--- src/rtl/lfsr_pkg.sv ---
// Shared LFSR step/advance functions and the stream FSM encoding for the PRBS generator.
// Vectors are carried at MAX_W bits wide; callers pass the live width and keep the low bits.
package lfsr_pkg;

  localparam int unsigned MAX_W = 64;
  localparam int unsigned IDX_W = $clog2(MAX_W);

  typedef logic [MAX_W-1:0] lfsr_vec_t;

  typedef enum logic [1:0] {
    IDLE  = 2'd0,
    RUN   = 2'd1,
    DRAIN = 2'd2
  } fsm_t;

  typedef struct packed {
    lfsr_vec_t state;
    logic      out_bit;
  } step_t;

  typedef struct packed {
    lfsr_vec_t state;
    lfsr_vec_t bits;
  } adv_t;

  function automatic lfsr_vec_t width_mask(int unsigned width);
    return (width >= MAX_W) ? '1 : ((lfsr_vec_t'(1) << width) - lfsr_vec_t'(1));
  endfunction

  // One Fibonacci step: emit the MSB, shift left, feed the tap parity into bit 0.
  function automatic step_t lfsr_step(lfsr_vec_t state, lfsr_vec_t poly, int unsigned width);
    step_t r;
    r.out_bit = state[IDX_W'(width - 1)];
    r.state   = ((state << 1) | lfsr_vec_t'(^(state & poly))) & width_mask(width);
    return r;
  endfunction

  // n successive steps; the first emitted bit ends up at bits[n-1].
  function automatic adv_t lfsr_advance(lfsr_vec_t state, lfsr_vec_t poly,
                                        int unsigned width, int unsigned n);
    adv_t  r;
    step_t st;
    r.state = state;
    r.bits  = '0;
    for (int unsigned i = 0; i < n; i++) begin
      st      = lfsr_step(r.state, poly, width);
      r.state = st.state;
      r.bits  = {r.bits[MAX_W-2:0], st.out_bit};
    end
    return r;
  endfunction

endpackage

--- src/rtl/lfsr_prbs_gen_advance.sv ---
// Purely combinational OUT_W-step unroll of the LFSR; yields the word to emit
// from the current state and the state that follows once that word is taken.
module lfsr_advance_comb
  import lfsr_pkg::*;
#(
  parameter int unsigned      WIDTH = 32,
  parameter logic [WIDTH-1:0] POLY  = WIDTH'(32'h80200003),
  parameter int unsigned      OUT_W = 1
) (
  input  logic [WIDTH-1:0] state,
  output logic [WIDTH-1:0] next_state,
  output logic [OUT_W-1:0] bits
);

  adv_t adv;
  logic unused_high_bits;

  always_comb begin
    adv = lfsr_advance(lfsr_vec_t'(state), lfsr_vec_t'(POLY), WIDTH, OUT_W);
  end

  assign next_state = adv.state[WIDTH-1:0];
  assign bits       = adv.bits[OUT_W-1:0];

  // Bits above the live widths are always zero; fold them so nothing dangles.
  assign unused_high_bits = ^(adv.state & ~width_mask(WIDTH)) ^ ^(adv.bits & ~width_mask(OUT_W));

endmodule

--- src/rtl/lfsr_prbs_gen.sv ---
// Fibonacci LFSR PRBS source on a valid/ready stream with seed load, zero-state
// recovery, accepted-word counter and a pulse when the sequence returns to its seed.
module lfsr_prbs_gen
  import lfsr_pkg::*;
#(
  parameter int unsigned      WIDTH        = 32,
  parameter logic [WIDTH-1:0] POLY         = WIDTH'(32'h80200003),
  parameter int unsigned      OUT_W        = 1,
  parameter logic [WIDTH-1:0] DEFAULT_SEED = WIDTH'(32'h00003039),
  parameter int unsigned      CNT_W        = 32
) (
  input  logic             clk,
  input  logic             rst_n,
  input  logic             load_enable,
  input  logic [WIDTH-1:0] seed,
  input  logic             shift_enable,
  output logic             out_valid,
  input  logic             out_ready,
  output logic [OUT_W-1:0] data_out,
  output logic [CNT_W-1:0] word_cnt,
  output logic             period_pulse,
  output logic             lock_err
);

  fsm_t             fsm_q, fsm_d;
  logic [WIDTH-1:0] state_q, ref_seed_q, adv_state, load_value;
  logic             hs, seed_zero;

  lfsr_advance_comb #(
    .WIDTH(WIDTH),
    .POLY (POLY),
    .OUT_W(OUT_W)
  ) u_advance (
    .state     (state_q),
    .next_state(adv_state),
    .bits      (data_out)
  );

  assign out_valid  = (fsm_q != IDLE);
  assign hs         = out_valid & out_ready;
  assign seed_zero  = (seed == '0);
  assign load_value = seed_zero ? DEFAULT_SEED : seed;

  // NOTE: next-state is assigned its hold value first so no path leaves it unassigned (no latch).
  always_comb begin
    fsm_d = fsm_q;
    unique case (fsm_q)
      IDLE:  if (shift_enable) fsm_d = RUN;
      // out_valid is 1 in RUN, so "no stall" reduces to out_ready.
      RUN:   if (!shift_enable) fsm_d = out_ready ? IDLE : DRAIN;
      DRAIN: if (hs) fsm_d = IDLE;
      default: fsm_d = IDLE;
    endcase
  end

  // NOTE: sequential state uses non-blocking assignments so every register samples pre-edge values.
  always_ff @(posedge clk or negedge rst_n) begin
    if (!rst_n) fsm_q <= IDLE;
    else        fsm_q <= fsm_d;
  end

  // Load beats lock-up recovery, which beats a plain handshake advance.
  always_ff @(posedge clk or negedge rst_n) begin
    if (!rst_n) begin
      state_q      <= DEFAULT_SEED;
      ref_seed_q   <= DEFAULT_SEED;
      word_cnt     <= '0;
      period_pulse <= 1'b0;
      lock_err     <= 1'b0;
    end else begin
      period_pulse <= 1'b0;
      lock_err     <= 1'b0;
      if (load_enable) begin
        state_q    <= load_value;
        ref_seed_q <= load_value;
        word_cnt   <= '0;
        lock_err   <= seed_zero;
      end else if (state_q == '0) begin
        state_q  <= DEFAULT_SEED;
        lock_err <= 1'b1;
        if (hs) word_cnt <= word_cnt + CNT_W'(1);
      end else if (hs) begin
        state_q      <= adv_state;
        word_cnt     <= word_cnt + CNT_W'(1);
        period_pulse <= (adv_state == ref_seed_q);
      end
    end
  end

endmodule

--- config.mk ---
export PLATFORM = sky130hd
export DESIGN_NAME = lfsr_prbs_gen
export DESIGN_NICKNAME = d
export VERILOG_FILES = /design/src/rtl/lfsr_pkg.sv /design/src/rtl/lfsr_prbs_gen_advance.sv /design/src/rtl/lfsr_prbs_gen.sv
export SDC_FILE = /design/constraint.sdc
export NUM_CORES = 1
export LEC_CHECK = 0
export CORE_ASPECT_RATIO = 0.7
export CORE_MARGIN = 2
export CORE_UTILIZATION = 58
export DETAILED_ROUTE_END_ITERATION = 10
export PLACE_DENSITY = 0.84
export RECOVER_POWER = 25
export REMOVE_ABC_BUFFERS = 1
export SLEW_MARGIN = 20
export SYNTH_ARGS = -nofsm -noshare
export SYNTH_HDL_FRONTEND = slang
export SYNTH_HIERARCHICAL = 1
export SYNTH_SLANG_ARGS = --single-unit
export TNS_END_PERCENT = 5
--- constraint.sdc ---
create_clock -name clk -period 3.5 [get_ports clk]
set_input_delay 0.7 -clock clk [delete_from_list [all_inputs] [get_ports clk]]
set_output_delay 0.7 -clock clk [all_outputs]
set_load 0.01 [all_outputs]
==> flow_summary.json, run 1 <==
{
  "worst_clock_skew_ns": 0.01027,
  "viasPerCell": 5.881,
  "first_pass_iters": 5,
  "yosysMostFrequentCell": "dfrtp_1",
  "post_drt_wl_per_cell_um": 17.52,
  "die_w_um": 115.3,
  "setup_viol_count_final": 0,
  "drv_cap": 1,
  "ys_ff_latch": 100,
  "r2r_cells": 6,
  "cp_data_arrival_time_ns": 2.87,
  "synth-warning-count": 6,
  "cts_hold_buffers": 0,
  "yosys-top-cells-count": "dfrtp_1, o21ai_0, nand2_1",
  "rows": 28,
  "p_leak_nw": 2.481,
  "synth_top_area_share_pct": 43.75,
  "yosys.area.top_type": "dfrtp_1",
  "routed_wl_um": 11890,
  "clk_latency_ns": 0.35,
  "cts_max_level": 3,
  "syn_area_um2": 5034,
  "clock.fmax_mhz": 382.5,
  "slew_headroom_pct": -42.13,
  "clk_pin_slew_ns": 0.06,
  "cp_slowest_stage_delay_ns": 0.54,
  "pin_count": 73,
  "powerDensity_nw_per_um2": 462.0,
  "cts_tree": "done",
  "whs_path_depth": 2,
  "irDropWorstVdd_mv": 0.3090,
  "fin_nets": 592,
  "synthFlopType": "dfrtp_1",
  "hold_path.class": "flop to flop",
  "ctsResizeCount": 0,
  "drc_errors": 0,
  "grt-ovfl-total": 0,
  "nFillCells": 641,
  "cts-root-buf": "clkbuf_16",
  "ys_top_cells_by_area": "dfrtp_1, dfstp_2, xor2_1, o21ai_0, buf_4",
  "p_total_mw": 2.737,
  "num_vias": 3993,
  "synthToLayoutAreaGrowth_pct": 17.72,
  "post_cts_buffers": 0,
  "numCtsBuffers": 9,
  "port_buffers": 72,
  "grt_max_degree": 90,
  "antenna_found_initial": 0,
  "clockBufferDepth": 2,
  "required_ns": 3.76,
  "period_share_pct": 74.71,
  "ant_nets": 0,
  "rsz0062_at_grt": "false",
  "ys_types": 41,
  "grt_pass1_vias": 3806,
  "startpoint_type": "input port",
  "finalCriticalPeriod_ns": 2.615,
  "grt_pass1_wl_um": 19110,
  "whs_ns": 0.4963,
  "worst_slew_pin_slew_ns": 2.132,
  "slowest_stage": "clkdlybuf4s50_1",
  "drt_iter0_drc": 347,
  "die_area_um2": 9451,
  "crit_path_max_fanout": 6,
  "globalplace.congestion": 0.8698,
  "start_util_pct": 59.62,
  "avgSynthCellArea_um2": 9.699,
  "outcome": "finished with violations",
  "synthCells": 519,
  "synth-edff-count": 0,
  "antenna_cells": 0,
  "clock_sinks": 100,
  "coreArea_um2": 8443,
  "async_flop_share_pct": 100.0,
  "violations": "max-capacitance violations, max-slew violations",
  "path_class": "input port to flop",
  "hold_viol": 0,
  "setup_tns_ns": 0,
  "die_h_um": 81.94,
  "hpwl_um": 8149,
  "crit_path_cell_trace": "clkdlybuf4s50_1 -> o2111a_1 -> nand4_1 -> or3_2 -> or3_1 -> a21oi_1",
  "crit_path_end_kind": "flop",
  "drv_slew": 90,
  "ys_seq_area_share_pct": 50.01,
  "layout-drive-gt1-share_pct": 7.692,
  "grt_usage_pct": 26.56
}
-- logic make-up (layout without fill, tap and decap cells) --
group                    count (synthesis)  count (layout)  synth area share (%)
AND/OR/NAND/NOR                        165             165                 16.80
AO/OA/AOI/OAI                          112             112                 14.09
flip-flops                             100             100                 50.01
buffers and inverters                   83             123                 8.749
XOR/XNOR                                58              58                 10.09
adder cells (fa/ha/maj)                  1               1                0.2485
-- cell usage in the layout, fill, tap and decap left out, drive strengths merged, types with 9 or more instances in the layout --
| cell | instances |
|---|---|
| dfrtp | 88 |
| clkdlybuf4s50 | 69 |
| o21ai | 59 |
| nand2 | 43 |
| nor2 | 42 |
| xor2 | 35 |
| inv | 29 |
| a2bb2oi | 26 |
| nor4 | 23 |
| xnor2 | 23 |
| clkbuf | 14 |
| nand4 | 13 |
| dfstp | 12 |
| a21oi | 11 |
| nor3 | 9 |
-- through the flow --
stage	instance area, um2	instances	utilization [%]	setup slack, ns
2_1_floorplan	4702	465	-	0.6295
3_3_place_gp	5614	663	66.49	0.6450
3_5_place_dp	5614	663	66.49	0.5748
4_1_cts	5928	679	70.21	0.9268
5_1_grt	5926	679	70.18	0.8102
6_report	5926	679	70.18	0.8853
-- layer usage --
layer,wire length (um),vias to the layer above,global-route usage [%]
met5,0,-,0
met4,186,0,6.988
met3,871,28,8.192
met2,5431,172,39.65
met1,5404,1961,37.87
li1,-,1832,-
-- state kept, by name (all words and copies together), names as in the netlist --
signal and count:
period_pulse 1, state_q 32, ref_seed_q 32, fsm_q 2, lock_err 1, word_cnt 32
-- cell type report --
class | instances | area [um2] | area share (%)
tap | 120 | 150.1 | 2.534
multi-input combinational | 336 | 2079 | 35.09
timing repair buffer | 78 | 755.7 | 12.75
clock inverter | 3 | 43.79 | 0.7390
inverter | 29 | 108.9 | 1.837
clock buffer | 13 | 270.3 | 4.561
sequential | 100 | 2517 | 42.48
-- path summary, 6_finish.rpt --
kind                                     from              to  slack (ns)
worst max register to register     state_q[0]      state_q[0]        1.29
max in group asynchronous               rst_n  ref_seed_q[27]        1.27
worst min-delay path            ref_seed_q[0]   ref_seed_q[0]        0.50
min in group asynchronous               rst_n     word_cnt[6]        0.94
worst max-delay path                out_ready    word_cnt[31]        0.89
worst min register to register  ref_seed_q[0]   ref_seed_q[0]        0.50
-- power breakdown --
part	total, mW	internal, mW	switching, mW
logic	0.355	0.165	0.190
clock network	1.04	0.613	0.425
registers	1.34	1.25	0.0948
-- worst max-delay path: cells and delay by family --
kind                   cells  cell delay (ns)
AO/OA/AOI/OAI              2             0.48
buffers and inverters      1             0.54
AND/OR/NAND/NOR            3             1.15
Power figures use the tool's default switching activity.
==> run 2: changes to the inputs <==
--- a/config.mk
+++ b/config.mk
@@ -7,9 +7,9 @@
 export LEC_CHECK = 0
 export CORE_ASPECT_RATIO = 0.7
 export CORE_MARGIN = 2
-export CORE_UTILIZATION = 58
+export CORE_UTILIZATION = 55
 export DETAILED_ROUTE_END_ITERATION = 10
-export PLACE_DENSITY = 0.84
+export PLACE_DENSITY = 0.81
 export RECOVER_POWER = 25
 export REMOVE_ABC_BUFFERS = 1
 export SLEW_MARGIN = 20
==> constraint.sdc (replaced) <==
create_clock -name clk -period 2.7 [get_ports clk]
set_input_delay 0.54 -clock clk [delete_from_list [all_inputs] [get_ports clk]]
set_output_delay 0.54 -clock clk [all_outputs]
set_load 0.01 [all_outputs]
==> flow_summary.json, run 2 (same netlist as run 1, synthesis figures left out) <==
{
  "outcome": "complete, no violations",
  "drt_iter0_drc": 520,
  "die_w_um": 118.3,
  "ctsResizeCount": 0,
  "rows": 29,
  "irDropWorstVdd_mv": 0.3286,
  "path_class": "input port to flop",
  "crit_path_end_kind": "flop",
  "fin_nets": 598,
  "r2r-start": "word_cnt[19]",
  "r2r_cells": 5,
  "nFillCells": 726,
  "mostFrequentLayoutCell": "dfrtp_1",
  "grt_max_degree": 101,
  "required_ns": 2.97,
  "clock_sinks": 100,
  "routed_wl_um": 11980,
  "viasPerCell": 5.826,
  "antenna_cells": 0,
  "drv_cap": 0,
  "worst_slew_pin_slew_ns": 1.329,
  "setup_viol_count_final": 0,
  "hold-path-endpoint": "ref_seed_q[4]",
  "crit_path_cell_trace": "clkdlybuf4s50_1 -> nor4_1 -> nand4_1 -> o21ai_1 -> buf_4 -> nor2_1 -> o2bb2ai_1",
  "ant_nets": 0,
  "cts-root-buf": "clkbuf_16",
  "finalCriticalPeriod_ns": 2.188,
  "startpoint_type": "input port",
  "top_regs": "ref_seed_q x32, state_q x32, word_cnt x32",
  "drc_errors": 0,
  "first_pass_iters": 5,
  "clock.fmax_mhz": 457.0,
  "setup_tns_ns": 0,
  "pin_count": 73,
  "start_util_pct": 56.16,
  "grt-ovfl-total": 0,
  "cts_tree": "done",
  "port_buffers": 72,
  "placed_cell_area_um2": 5673,
  "grt_pass1_vias": 3886,
  "cp_slowest_stage_delay_ns": 0.55,
  "p_total_mw": 3.496,
  "period_share_pct": 81.05,
  "powerDensity_nw_per_um2": 586.8,
  "whs_path_depth": 2,
  "grt_usage_pct": 25.34,
  "post_drt_wl_per_cell_um": 17.39,
  "slowest_stage": "nor4_1",
  "r2r_slack_ns": 0.60,
  "hp-start": "ref_seed_q[4]",
  "synthToLayoutAreaGrowth_pct": 18.34,
  "hold_path.class": "flop to flop",
  "fin_area_um2": 5957,
  "r2r_end": "word_cnt[31]",
  "num_vias": 4014,
  "hold_viol": 0,
  "grt_pass1_wl_um": 19830,
  "cp_data_arrival_time_ns": 2.46,
  "die_area_um2": 9945,
  "antenna_found_initial": 0,
  "post_cts_buffers": 0,
  "slew_headroom_pct": 11.42,
  "clockBufferDepth": 2,
  "drv_slew": 0,
  "hpwl_um": 8282,
  "clk_pin_slew_ns": 0.07,
  "p_leak_nw": 2.494,
  "globalplace.congestion": 0.8712,
  "rsz0062_at_grt": "false",
  "crit_path_max_fanout": 5,
  "cts_max_level": 3,
  "numCtsBuffers": 9,
  "fin_util_pct": 66.47,
  "layout_common_cells": "dfrtp_1, clkdlybuf4s50_1, o21ai_0, nand2_1, nor2_1",
  "die_h_um": 84.04,
  "cts_hold_buffers": 0,
  "worst_clock_skew_ns": 0.006962,
  "coreArea_um2": 8962,
  "layout-drive-gt1-share_pct": 8.142,
  "clk_latency_ns": 0.34
}
[run 2: final cells by class]
class	instances	area [um2]	share of cell area (%)
Timing Repair Buffer	84	803.3	13.48
Clock buffer	13	250.2	4.201
Inverter	29	108.9	1.827
Tap cell	124	155.1	2.604
Sequential cell	100	2517	42.26
Clock inverter	3	46.29	0.7771
Multi-Input combinational cell	336	2076	34.85
[run 2: critical path, delay by kind of cell]
family / cells / cell delay [ns]
AO/OA/AOI/OAI: 2 / 0.41
AND/OR/NAND/NOR: 3 / 0.82
buffers and inverters: 2 / 0.69
[run 2: worst max path at each step]
| stage | from | endpoint | slack [ns] | cells after the start |
|---|---|---|---|---|
| 6_report | seed[0] | state_q[5] | 0.51 | 7 |
| 5_1_grt | out_ready | word_cnt[31] | 0.42 | 6 |
| 4_1_cts | fsm_q[1] | out_valid | 0.54 | 2 |
| 3_5_place_dp | out_ready | word_cnt[31] | 0.18 | 6 |
| 3_3_place_gp | out_ready | word_cnt[31] | 0.21 | 6 |
| 2_1_floorplan | state_q[0] | state_q[10] | -0.17 | 5 |
[run 2: metrics by stage]
step / cells / hold WS (ns) / worst slack [ns]
after global placement: 673 / 0.4836 / 0.2128
after global routing: 689 / 0.5267 / 0.4217
after floorplan: 465 / 0.2444 / -0.1705
after CTS: 689 / 0.2819 / 0.5364
final: 689 / 0.4931 / 0.5117
after detailed placement: 673 / 0.4852 / 0.1798
[run 2: routing by layer]
metal | wire length [um] | GRT usage [%] | part of all wire, % | vias up
li1 | - | - | - | 1839
met1 | 5561 | 38.79 | 46 | 1979
met2 | 5158 | 35.05 | 43 | 179
met3 | 1104 | 7.240 | 9.2 | 17
met4 | 155 | 6.681 | 1.3 | 0
met5 | 0 | 0 | 0 | -
[run 2: report_power, final]
part / switching, mW / total, mW / internal (mW)
logic: 0.244 / 0.463 / 0.219
clock network: 0.545 / 1.29 / 0.747
registers: 0.122 / 1.74 / 1.62
